--- src/rtl/alu_uart_master.sv ---
// Host-side UART initiator for the ALU link: sends A, B, OP as three 8N1 frames, then receives one result frame.
// Define ALU_UART_TIMEOUT_EN to build the result-wait timeout; otherwise o_timeout is tied low.
module alu_uart_master #(
  parameter int DBIT          = 8,
  parameter int NB_OP         = 6,
  parameter int SB_TICK       = 16,
  parameter int TIMEOUT_TICKS = 16384,
  parameter int TO_BITS       = 15
) (
  input  logic             i_clk,
  input  logic             i_reset,
  input  logic             i_s_tick,
  input  logic             i_start,
  input  logic [DBIT-1:0]  i_data_a,
  input  logic [DBIT-1:0]  i_data_b,
  input  logic [NB_OP-1:0] i_operation,
  input  logic             i_rx,
  output logic             o_tx,
  output logic             o_busy,
  output logic             o_done,
  output logic [DBIT-1:0]  o_result,
  output logic             o_timeout
);

  localparam int              BC_W      = $clog2(DBIT + 1);
  localparam logic [5:0]      HALF_LAST = 6'd7;
  localparam logic [5:0]      BIT_LAST  = 6'd15;
  localparam logic [5:0]      STOP_LAST = 6'(SB_TICK - 1);
  localparam logic [BC_W-1:0] DATA_LAST = BC_W'(DBIT - 1);

  typedef enum logic [3:0] {
    IDLE, TX_START, TX_DATA, TX_STOP, RX_WAIT, RX_START, RX_DATA, RX_STOP, DONE
  } state_t;

  state_t          state;
  logic [5:0]      tick_cnt;
  logic [BC_W-1:0] bit_cnt;
  logic [1:0]      byte_idx;
  logic [DBIT-1:0] b_reg;
  logic [DBIT-1:0] op_reg;
  logic [DBIT-1:0] tx_shift;
  logic [DBIT-1:0] rx_shift;
  logic            rx_meta;
  logic            rx_sync;

`ifdef ALU_UART_TIMEOUT_EN
  localparam logic [TO_BITS-1:0] TO_LAST = TO_BITS'(TIMEOUT_TICKS - 1);
  logic [TO_BITS-1:0] to_cnt;
`else
  assign o_timeout = 1'b0;
`endif

  // Two-flop synchronizer; resets to the idle-high line level
  always_ff @(posedge i_clk or negedge i_reset) begin
    if (!i_reset) begin
      rx_meta <= 1'b1;
      rx_sync <= 1'b1;
    end else begin
      rx_meta <= i_rx;
      rx_sync <= rx_meta;
    end
  end

  always_ff @(posedge i_clk or negedge i_reset) begin
    if (!i_reset) begin
      state    <= IDLE;
      tick_cnt <= '0;
      bit_cnt  <= '0;
      byte_idx <= '0;
      b_reg    <= '0;
      op_reg   <= '0;
      tx_shift <= '0;
      rx_shift <= '0;
      o_tx     <= 1'b1;
      o_busy   <= 1'b0;
      o_done   <= 1'b0;
      o_result <= '0;
`ifdef ALU_UART_TIMEOUT_EN
      to_cnt    <= '0;
      o_timeout <= 1'b0;
`endif
    end else begin
      o_done <= 1'b0;
      case (state)
        IDLE: begin
          if (i_start) begin
            tx_shift <= i_data_a;
            b_reg    <= i_data_b;
            op_reg   <= DBIT'(i_operation);
            byte_idx <= '0;
            tick_cnt <= '0;
            bit_cnt  <= '0;
            o_tx     <= 1'b0;
            o_busy   <= 1'b1;
            state    <= TX_START;
          end
        end
        TX_START: begin
          if (i_s_tick) begin
            if (tick_cnt == BIT_LAST) begin
              tick_cnt <= '0;
              bit_cnt  <= '0;
              o_tx     <= tx_shift[0];
              state    <= TX_DATA;
            end else begin
              tick_cnt <= tick_cnt + 6'd1;
            end
          end
        end
        TX_DATA: begin
          if (i_s_tick) begin
            if (tick_cnt == BIT_LAST) begin
              tick_cnt <= '0;
              if (bit_cnt == DATA_LAST) begin
                o_tx  <= 1'b1;
                state <= TX_STOP;
              end else begin
                bit_cnt  <= bit_cnt + 1'b1;
                tx_shift <= tx_shift >> 1;
                o_tx     <= tx_shift[1];
              end
            end else begin
              tick_cnt <= tick_cnt + 6'd1;
            end
          end
        end
        // The next frame's start bit begins directly at the end of this stop bit
        TX_STOP: begin
          if (i_s_tick) begin
            if (tick_cnt == STOP_LAST) begin
              tick_cnt <= '0;
              if (byte_idx != 2'd2) begin
                byte_idx <= byte_idx + 2'd1;
                tx_shift <= (byte_idx == 2'd0) ? b_reg : op_reg;
                o_tx     <= 1'b0;
                state    <= TX_START;
              end else begin
`ifdef ALU_UART_TIMEOUT_EN
                to_cnt <= '0;
`endif
                state <= RX_WAIT;
              end
            end else begin
              tick_cnt <= tick_cnt + 6'd1;
            end
          end
        end
        RX_WAIT: begin
          if (!rx_sync) begin
            tick_cnt <= '0;
            state    <= RX_START;
          end
`ifdef ALU_UART_TIMEOUT_EN
          else if (i_s_tick) begin
            if (to_cnt == TO_LAST) begin
              o_done    <= 1'b1;
              o_timeout <= 1'b1;
              state     <= DONE;
            end else begin
              to_cnt <= to_cnt + 1'b1;
            end
          end
`endif
        end
        // Mid-start-bit recheck rejects short glitches
        RX_START: begin
          if (i_s_tick) begin
            if (tick_cnt == HALF_LAST) begin
              tick_cnt <= '0;
              if (!rx_sync) begin
                bit_cnt <= '0;
                state   <= RX_DATA;
              end else begin
                state <= RX_WAIT;
              end
            end else begin
              tick_cnt <= tick_cnt + 6'd1;
            end
          end
        end
        RX_DATA: begin
          if (i_s_tick) begin
            if (tick_cnt == BIT_LAST) begin
              tick_cnt <= '0;
              rx_shift <= {rx_sync, rx_shift[DBIT-1:1]};
              if (bit_cnt == DATA_LAST) begin
                state <= RX_STOP;
              end else begin
                bit_cnt <= bit_cnt + 1'b1;
              end
            end else begin
              tick_cnt <= tick_cnt + 6'd1;
            end
          end
        end
        RX_STOP: begin
          if (i_s_tick) begin
            if (tick_cnt == STOP_LAST) begin
              tick_cnt <= '0;
              o_result <= rx_shift;
              o_done   <= 1'b1;
`ifdef ALU_UART_TIMEOUT_EN
              o_timeout <= 1'b0;
`endif
              state <= DONE;
            end else begin
              tick_cnt <= tick_cnt + 6'd1;
            end
          end
        end
        DONE: begin
          o_busy <= 1'b0;
          state  <= IDLE;
        end
        default: state <= IDLE;
      endcase
    end
  end

endmodule

--- config.mk ---
export PLATFORM = sky130hd
export DESIGN_NAME = alu_uart_master
export DESIGN_NICKNAME = d
export VERILOG_FILES = /design/src/rtl/alu_uart_master.sv
export SDC_FILE = /design/constraint.sdc
export NUM_CORES = 1
export LEC_CHECK = 0
export CAP_MARGIN = 40
export CORE_MARGIN = 2
export CORE_UTILIZATION = 55
export CTS_BUF_LIST = sky130_fd_sc_hd__clkbuf_8 sky130_fd_sc_hd__clkbuf_16
export CTS_CLUSTER_DIAMETER = 120
export CTS_CLUSTER_SIZE = 20
export DETAILED_ROUTE_END_ITERATION = 16
export GPL_TIMING_DRIVEN = 0
export PLACE_DENSITY = 0.79
export SETUP_SLACK_MARGIN = 0.3
export SYNTH_ARGS = -nofsm -noshare
export SYNTH_HDL_FRONTEND = slang
export SYNTH_SLANG_ARGS = --single-unit
--- constraint.sdc ---
create_clock -name i_clk -period 2.8 [get_ports i_clk]
set_input_delay 0.42 -clock i_clk [delete_from_list [all_inputs] [get_ports i_clk]]
set_output_delay 0.42 -clock i_clk [all_outputs]
set_load 0.03 [all_outputs]
# After elaboration in Yosys (flattened, before gate mapping)
# Cells that the tools add are included.
[classes]
n_div = 0
eq_ne = 35
bitwise = 0
addsub = 3
n_shift = 0
n_mul = 0
magnitude_cmp = 0
reduce_logical = 20
n_mux = 65
[op_table]
columns = ["cell", "n"]
rows = [
  ["2-to-1 mux 4 bit", 25],
  ["2-to-1 mux 8 bit", 8],
  ["inequality test 2 bit (second input constant)", 21],
  ["2-to-1 mux 6 bit", 6],
  ["one-hot mux 4 bit (8 select lines)", 1],
  ["one-hot mux 6 bit (4 select lines)", 1],
  ["one-hot mux 8 bit (3 select lines)", 1],
  ["== test 4 x 3 -> 1 bit (second input constant)", 5],
  ["one-hot mux 4 bit (4 select lines)", 1],
  ["AND reduction 16 bit", 1],
  ["2-to-1 mux 1 bit", 13],
  ["nonzero test 4 bit", 3],
  ["2-to-1 mux 2 bit", 5],
  ["AND reduction 10 bit", 1],
  ["AND reduction 5 bit", 2],
  ["AND reduction 9 bit", 1],
  ["== test 4 x 2 -> 1 bit (second input constant)", 2],
  ["AND reduction 8 bit", 1],
  ["adder 6 x 1 -> 6 bit (second input constant)", 1],
  ["== test 6 x 3 -> 1 bit (second input constant)", 1],
  ["== test 6 x 4 -> 1 bit (second input constant)", 1],
  ["inequality test 2 x 1 -> 1 bit (second input constant)", 3],
  ["AND reduction 3 bit", 2],
  ["OR reduction 5 bit", 1],
  ["14 further kinds", 16],
]
[word_totals]
word_cells = 137
memories = 0
romBits = 0
out_inout_bits = 12
ram_bits = 0
register_bits = 59
latchBits = 0

# Longest topological paths before layout
# Gate-level depths: netlist (run 1).
[depth]
word_depth = 6
mapped_depth = 8
depth_no_buf = 7

# Worst setup path after synthesis (run 1)
# OpenSTA, ideal clock, no wires.
[synth_timing]
path_kind = "register to register"
from = "reg tick_cnt[0]"
to = "reg state[0]"
period_less_slack_ns = 1.918
t_arrival_ns = 1.793
setup_slack_ns = 0.882
setup_time_ns = 0.125
path_buffers = 0
stages_incl_launch_ff = 7
cell_sequence = "dfrtp_1 -> ha_1 -> nor3b_2 -> nand3_2 -> a32o_2 -> or2_4 -> mux2_4"
[synth_via]
elab_chain_len = 3
elab_cells_between_ends = 9
cone_classes = "eq/ne: 8; reduce/logical: 1"
[synth_rtl]
columns = ["element", "line_no", "source"]
rows = [
  ["start, declared", "36", "logic [5:0] tick_cnt;"],
  ["start signal, assigned", "106", "tick_cnt <= tick_cnt + 6'd1;"],
  ["start signal, assigned", "123", "tick_cnt <= tick_cnt + 6'd1;"],
  ["start signal, assigned", "144", "tick_cnt <= tick_cnt + 6'd1;"],
  ["== test 6 x 3 -> 1 bit / == test 6 x 4 -> 1 bit (equally long branches)", "-", ""],
  ["inequality test 2 bit (no source line)", "-", ""],
  ["AND reduction 16 bit (no source line) *", "-", ""],
  ["end signal, assigned", "172", "state <= RX_DATA;"],
  ["end signal, assigned", "174", "state <= RX_WAIT;"],
  ["end signal, assigned", "187", "state <= RX_STOP;"],
  ["end, declared", "35", "state_t state;"],
]
# Every way passes the cells marked *; elsewhere a longest branch is shown, timed or not.
# A chain may end at the register's enable or synchronous reset.

# Final worst setup path (run 1)
[layout_timing]
from = "reg tick_cnt[0]"
to = "reg tx_shift[4]"
[layout_via]
elab_chain_len = 3
elab_cells_between_ends = 4
cone_classes = "eq/ne: 3; reduce/logical: 1"
[layout_rtl]
columns = ["element", "line_no", "source"]
rows = [
  ["== test 6 x 4 -> 1 bit *", "112, 130", ""],
  ["inequality test 2 bit (no source line)", "-", ""],
  ["AND reduction 8 bit (no source line) *", "-", ""],
  ["end signal, assigned", "87", "tx_shift <= i_data_a;"],
  ["end signal, assigned", "119", "tx_shift <= tx_shift >> 1;"],
  ["end signal, assigned", "134", "tx_shift <= (byte_idx == 2'd0) ? b_reg : op_reg;"],
  ["end, declared", "41", "logic [DBIT-1:0] tx_shift;"],
]
# Marks and branches as above.

==> results.md, run 1 <==
- Seq/Total Area, Yosys: 0.4819
- Tcrit/Tclk final: 0.7772
- Critical path data arrival time: 2.39 ns
- Startpoint types: register
- Clk_lat worst skew: 0.34 ns
- Final Non-Filler Cells: 407
- Total clock buffers created by CTS: 9
- # placed instances: 391
- Post-synth top area share: 0.4562
- RSZ-0062 raised after global routing: false
- Die width: 78.73 um
- CTS Sinks: 59
- WS Path Type: register to register
- Post-synth EDFFs: 0
- Mux cell area share after synthesis: 0.1780
- Final worst path period need: 2.176 ns
- Post-synthesis xor/xnor area fraction: 0
- Initial antenna violation count: 0
- # rows: 27
- Main synth FF type: dfrtp_1
- Syn_nets: 312
- Leakage: 0.001758 uW
- Top post-synthesis cells by count: dfrtp_1, mux2_2, nand2_1
- Dpl ws: 0.5373 ns
- Ys Warns: 0
- Post-synthesis compound-gate area fraction: 0.1320
- Slew HR: 0.5792
- Worst-Margin Slew: 0.6312 ns
- Count leader, synth: dfrtp_1
- Worst Path Max Fanout: 8
- Critical path capture point type: register
- Post-route setup slack: 0.6238 ns
- Reg2reg path depth: 6
- Maximum VDD drop: 432.5 uV
- Gr ovfl total: 0
- Post-Synth Simple-Gate Area: 0.1576
- Post-synth design cell area: 3072 sq um
- Die area: 6198 sq um
- Post-CTS sizing: 0
- Number of global-route vias before repair: 2,475
- Routed vias/inst: 5.776
- Clock transition at path regs: 0.07 ns
- Pre-antenna DRT Iters: 4
- Starting density of the core: 0.5648
- Synthesized netlist cell count: 281
- Fmax: 0.4595 GHz
- Largest net degree at the start of global routing: 34
- WP data required: 3.02 ns
- ANT cells: 0
- Max-slew violation count: 0
- First-pass GRT wire length: 11,140 um
- Hpwl dp: 4551 um
- ANT nets after route: 0
- DRC violations left: 0
- CTS tree: yes
- Buffers from clock root to sink, at most: 2
- Crit path to: tx_shift[4]$_DFFE_PN0P_
- Post-layout utilization of the core: 0.6913
- Top cells by area, synth: dfrtp_1, mux2_2, nand2_1, o21ai_0, dfstp_2
- Port Buffers: 37
- Fin nets: 361
- Avg Inst Size Synth: 10.93 sq um
- Reg2reg end: tx_shift[4]$_DFFE_PN0P_
- Worst hold path class: primary input to async pin
- Setup Buffers After CTS: 0
- Core footprint: 5439 sq um
- P per Cell Area: 523.4 nW/um^2
- Leading area contributor after synthesis: dfrtp_1
- FF-to-FF setup slack: 0.62 ns
- DRT iter0 DRCs: 137
- Yosys reg bits: 59
- Die height: 78.73 um
- Clk_skew: 0.009574 ns
- Combinational family with the most area after synthesis: multiplexers
- Share of layout cells above drive strength 1: 0.2627
- Crit path from: tick_cnt[0]$_DFFE_PN0P_
- Final Wtd Congestion: 0.8697
- GRT Total Usage: 0.2302
- Top Ports: 39
- H-tree Lvls: 3
- Max-Cap Viols: 0
- Status: completed
- Hold_buf cts: 0
- Detail-routed net length per standard cell: 15.63 um
- RR Startpoint: tick_cnt[0]$_DFFE_PN0P_
- Final Setup Violations: 0
- Fin. Hold Viols: 0
- Root Driver: clkbuf_8
- Setup TNS: 0 ns
- Area growth syn-to-layout: 22.40%
- Synth cell types: 58
- Via count: 2,351
- Async SR Flop Fraction: 1.000
- Routed WL: 6361 um
- Adder-Cell Fraction of Synth Area: 0.01629
==> per-layer routing <==
layer / up-vias / routed length, um / global-route usage
met4: 0 / 120 / 0.08070
met5: - / 0 / 0
met2: 77 / 3080 / 0.3855
li1: 1114 / - / -
met3: 18 / 328 / 0.05455
met1: 1142 / 2831 / 0.2935
==> cells by family after synthesis <==
logic type,Yosys count
and+or+nand+nor,88
muxes,49
other,1
buffers and inverters,22
DFF,59
adders and majority gates,4
AOI/OAI and AO/OA,58
==> worst min path at each step <==
stage	end	cells after the start
3_5_place_dp	rx_sync$_DFF_PN1_	0
4_1_cts	o_result[0]$_DFFE_PN0P_	1
3_3_place_gp	rx_sync$_DFF_PN1_	0
2_1_floorplan	b_reg[0]$_DFFE_PN0P_	0
5_1_grt	tick_cnt[1]$_DFFE_PN0P_	1
6_report	o_result[2]$_DFFE_PN0P_	1
==> placed cells by master (no fill, tap or decap), drive strengths merged, types with 3 or more instances in the layout <==
cell type / netlist / routed
inv: 7 / 7
o21ai: 25 / 25
mux2i: 7 / 7
nor3: 5 / 5
nand2: 40 / 40
clkdlybuf4s50: 0 / 36
ha: 4 / 4
mux2: 42 / 42
clkbuf: 5 / 16
dfrtp: 56 / 56
o211ai: 3 / 3
a31oi: 4 / 4
nand3: 10 / 10
nor2: 6 / 6
clkinvlp: 0 / 3
dfstp: 3 / 3
nor2b: 3 / 3
a21oi: 6 / 6
nand2b: 5 / 5
buf: 10 / 12
o31ai: 3 / 3
==> power by group <==
group / leakage [uW] / switching, uW / internal, uW / total, uW
Sequential: 0.000782 / 47.4 / 894 / 941
Clock: 0.0000978 / 345 / 460 / 805
Combinational: 0.000878 / 117 / 104 / 221
Total: 0.00176 / 510 / 1460 / 1970
==> cell type report <==
cell class              instances  area, sq um
plain buffers                  15        75.07
clock buffers                  11        151.4
clock inverters                 5        61.31
fillers                       418         1679
inverters                       7        26.28
multi-input cells             200         1490
flip-flops and latches         59         1480
well taps                      72        90.09
repair buffers                 38        385.4
==> critical path: stages (launching register included) <==
cell	delay, ns
dfrtp_1	0.42
ha_1	0.23
nor3b_2	0.38
nand2_1	0.16
o21ai_0	0.26
nand3_2	0.25
mux2_2	0.35
==> through the flow <==
| step | instance area [sq um] | hold WS (ns) | power [uW] |
|---|---|---|---|
| floorplan | 3072 | 0.1244 | 1079 |
| global placement | 3532 | 0.3472 | 1160 |
| detailed placement | 3547 | 0.3520 | 1179 |
| CTS | 3760 | 0.1104 | 1988 |
| global route | 3760 | 0.1394 | 2062 |
| finish | 3760 | 0.09303 | 1968 |
No activity file was read; power rests on OpenSTA's default activity.
==> inputs of run 2 (changes only) <==
--- a/config.mk
+++ b/config.mk
@@ -7,13 +7,13 @@
 export LEC_CHECK = 0
 export CAP_MARGIN = 40
 export CORE_MARGIN = 2
-export CORE_UTILIZATION = 55
+export CORE_UTILIZATION = 50
 export CTS_BUF_LIST = sky130_fd_sc_hd__clkbuf_8 sky130_fd_sc_hd__clkbuf_16
 export CTS_CLUSTER_DIAMETER = 120
 export CTS_CLUSTER_SIZE = 20
 export DETAILED_ROUTE_END_ITERATION = 16
 export GPL_TIMING_DRIVEN = 0
-export PLACE_DENSITY = 0.79
+export PLACE_DENSITY = 0.76
 export SETUP_SLACK_MARGIN = 0.3
 export SYNTH_ARGS = -nofsm -noshare
 export SYNTH_HDL_FRONTEND = slang
==> constraint.sdc (replaced) <==
create_clock -name i_clk -period 1.8 [get_ports i_clk]
set_input_delay 0.27 -clock i_clk [delete_from_list [all_inputs] [get_ports i_clk]]
set_output_delay 0.27 -clock i_clk [all_outputs]
set_load 0.03 [all_outputs]
==> run 2 against run 1 <==
Net effect:
- the run now ends with setup timing left
- global-route usage shrank 1.8 points
- combinational power rose by 98%
- critical path depth unchanged
- sequential power up 57%
- clock skew barely moved
- die area is 9.5% higher
- via count grew 4.1%
- first-iteration DRC count grew 64%
- critical endpoint is now state[0]$_DFFE_PN0P_
- largest power group unchanged
==> results.md, run 2 (synthesis gave the netlist of run 1 again) <==
- Status: finished, violations left
- Failing checks: setup timing
- Root Driver: clkbuf_8
- Final worst path period need: 1.991 ns
- ANT cells: 0
- WS Path Type: register to register
- Worst-Margin Slew: 0.6372 ns
- Total chip power: 3191 uW
- Gr ovfl total: 0
- RR Startpoint: tick_cnt[1]$_DFFE_PN0P_
- Port Buffers: 37
- RSZ-0062 raised after global routing: true
- Routed vias/inst: 5.691
- Clk_lat worst skew: 0.34 ns
- Dpl ws: -0.2992 ns
- Crit path to: state[0]$_DFFE_PN0P_
- Die area: 6786 sq um
- Fmax: 0.5022 GHz
- GRT Total Usage: 0.2117
- Starting density of the core: 0.5188
- Crit path from: tick_cnt[1]$_DFFE_PN0P_
- Final hold slack: 0.3351 ns
- Critical path capture point type: register
- # rows: 28
- Max-slew violation count: 0
- Critical path data arrival time: 2.21 ns
- Most frequent cells in the layout: dfrtp_1, nand2_1, mux2_2
- Tcrit/Tclk final: 1.106
- Reg2reg path depth: 6
- Clk_skew: 0.009415 ns
- Pre-antenna DRT Iters: 4
- First-pass GRT wire length: 10,920 um
- DRC violations left: 0
- CP cell instances: ha_4, nor3b_4, nand3_2, a32o_2, or2_4, mux2_4
- Routed WL: 7058 um
- Hpwl dp: 4559 um
- FF-to-FF setup slack: -0.19 ns
- Register area: 1480 sq um
- Buffers from clock root to sink, at most: 2
- Worst hold path class: primary input to register
- Leakage: 0.002027 uW
- Core footprint: 5921 sq um
- Total clock buffers created by CTS: 9
- CTS tree: yes
- CTS Sinks: 59
- Slew HR: 0.5736
- Post-route setup slack: -0.1914 ns
- Initial antenna violation count: 0
- Crit-path max cell delay: 0.40 ns
- Area growth syn-to-layout: 36.05%
- Share of layout cells above drive strength 1: 0.3662
- DRT iter0 DRCs: 224
- Reg2reg end: state[0]$_DFFE_PN0P_
- Worst Path Max Fanout: 5
- Post-layout utilization of the core: 0.7058
- Maximum VDD drop: 505.4 uV
- P per Cell Area: 763.5 nW/um^2
- Fin nets: 382
- ANT nets after route: 0
- Largest net degree at the start of global routing: 39
- Die width: 82.38 um
- Setup TNS: -2.800 ns
- Max-Cap Viols: 0
- Detail-routed net length per standard cell: 16.41 um
- Startpoint types: register
- Die height: 82.38 um
- Commonest non-fill, non-tap cell in the layout: dfrtp_1
- Fin. Hold Viols: 0
- CP max-delay cell: dfrtp_1
- Final Wtd Congestion: 0.8622
- Clock transition at path regs: 0.06 ns
- Number of global-route vias before repair: 2,449
- Multi-input gate area: 1703 sq um
- Final Setup Violations: 34
- WP data required: 2.02 ns
- Worst hold path cell count: 1
- Filler cell count: 394
- Top Ports: 39
- Via count: 2,447
- H-tree Lvls: 3
[run 2: changes by cell type in the layout (fill, tap and decap cells not counted), moves of 3 or more]
cell             before  now
clkdlybuf4s50_1      36   23
mux2_4                1   14
nor3_1                5    2
o21ai_2               0    4
o21ai_0              23   20
clkinvlp_4            3    0
mux2_2               41   28
buf_6                 0   11
buf_2                 9    5
buf_4                 2   13
nor3_2                0    3
dlygate4sd2_1         0   12
[run 2: final cells by class]
cell class | count | share of cell area
plain buffers | 15 | 0.02695
clock inverters | 6 | 0.01976
repair buffers | 58 | 0.1332
flip-flops and latches | 59 | 0.3542
clock buffers | 9 | 0.02964
inverters | 7 | 0.006287
well taps | 75 | 0.02246
multi-input cells | 201 | 0.4075
[run 2: power breakdown]
part / leakage (uW) / switching, uW / internal (uW)
clock network: 0.000110 / 514 / 763
logic: 0.00113 / 221 / 217
registers: 0.000782 / 84.6 / 1390
[run 2: stage by stage]
| step | std cells | area [sq um] |
|---|---|---|
| 2_1_floorplan | 281 | 3123 |
| 3_3_place_gp | 393 | 3587 |
| 3_5_place_dp | 394 | 3602 |
| 4_1_cts | 417 | 3933 |
| 5_1_grt | 430 | 4179 |
| 6_report | 430 | 4179 |
[run 2: worst min-delay path by stage]
stage,from,to,slack [ns]
finish,i_rx,rx_meta$_DFF_PN1_,0.34
CTS,i_rx,rx_meta$_DFF_PN1_,0.33
detailed placement,i_reset,tick_cnt[3]$_DFFE_PN0P_,0.28
floorplan,i_reset,b_reg[0]$_DFFE_PN0P_,-0.03
global route,i_rx,rx_meta$_DFF_PN1_,0.35
global placement,rx_meta$_DFF_PN1_,rx_sync$_DFF_PN1_,0.35
[run 2: critical path, delay by kind of cell (launching register included)]
family	cells	cell delay (ns)
adder cells (fa/ha/maj)	1	0.17
multiplexers	1	0.29
AND/OR/NAND/NOR	3	0.71
flip-flops	1	0.40
AO/OA/AOI/OAI	1	0.31
[run 2: what timing repair did]
item                       CTS  global route
gates cloned                 1             2
pin swaps                   13            14
setup endpoints to repair   67            56
buffers inserted             6            11
hold endpoints to repair    20             0
hold buffers                 1             0
resized for setup           33            38
[run 2: routing by layer]
layer  vias to the layer above  wire length, um  GRT usage
met5                         -                0          0
met4                         0              132    0.05667
met3                        14              339    0.05435
met2                        62             3636     0.3637
met1                      1207             2949     0.2643
li1                       1164                -          -
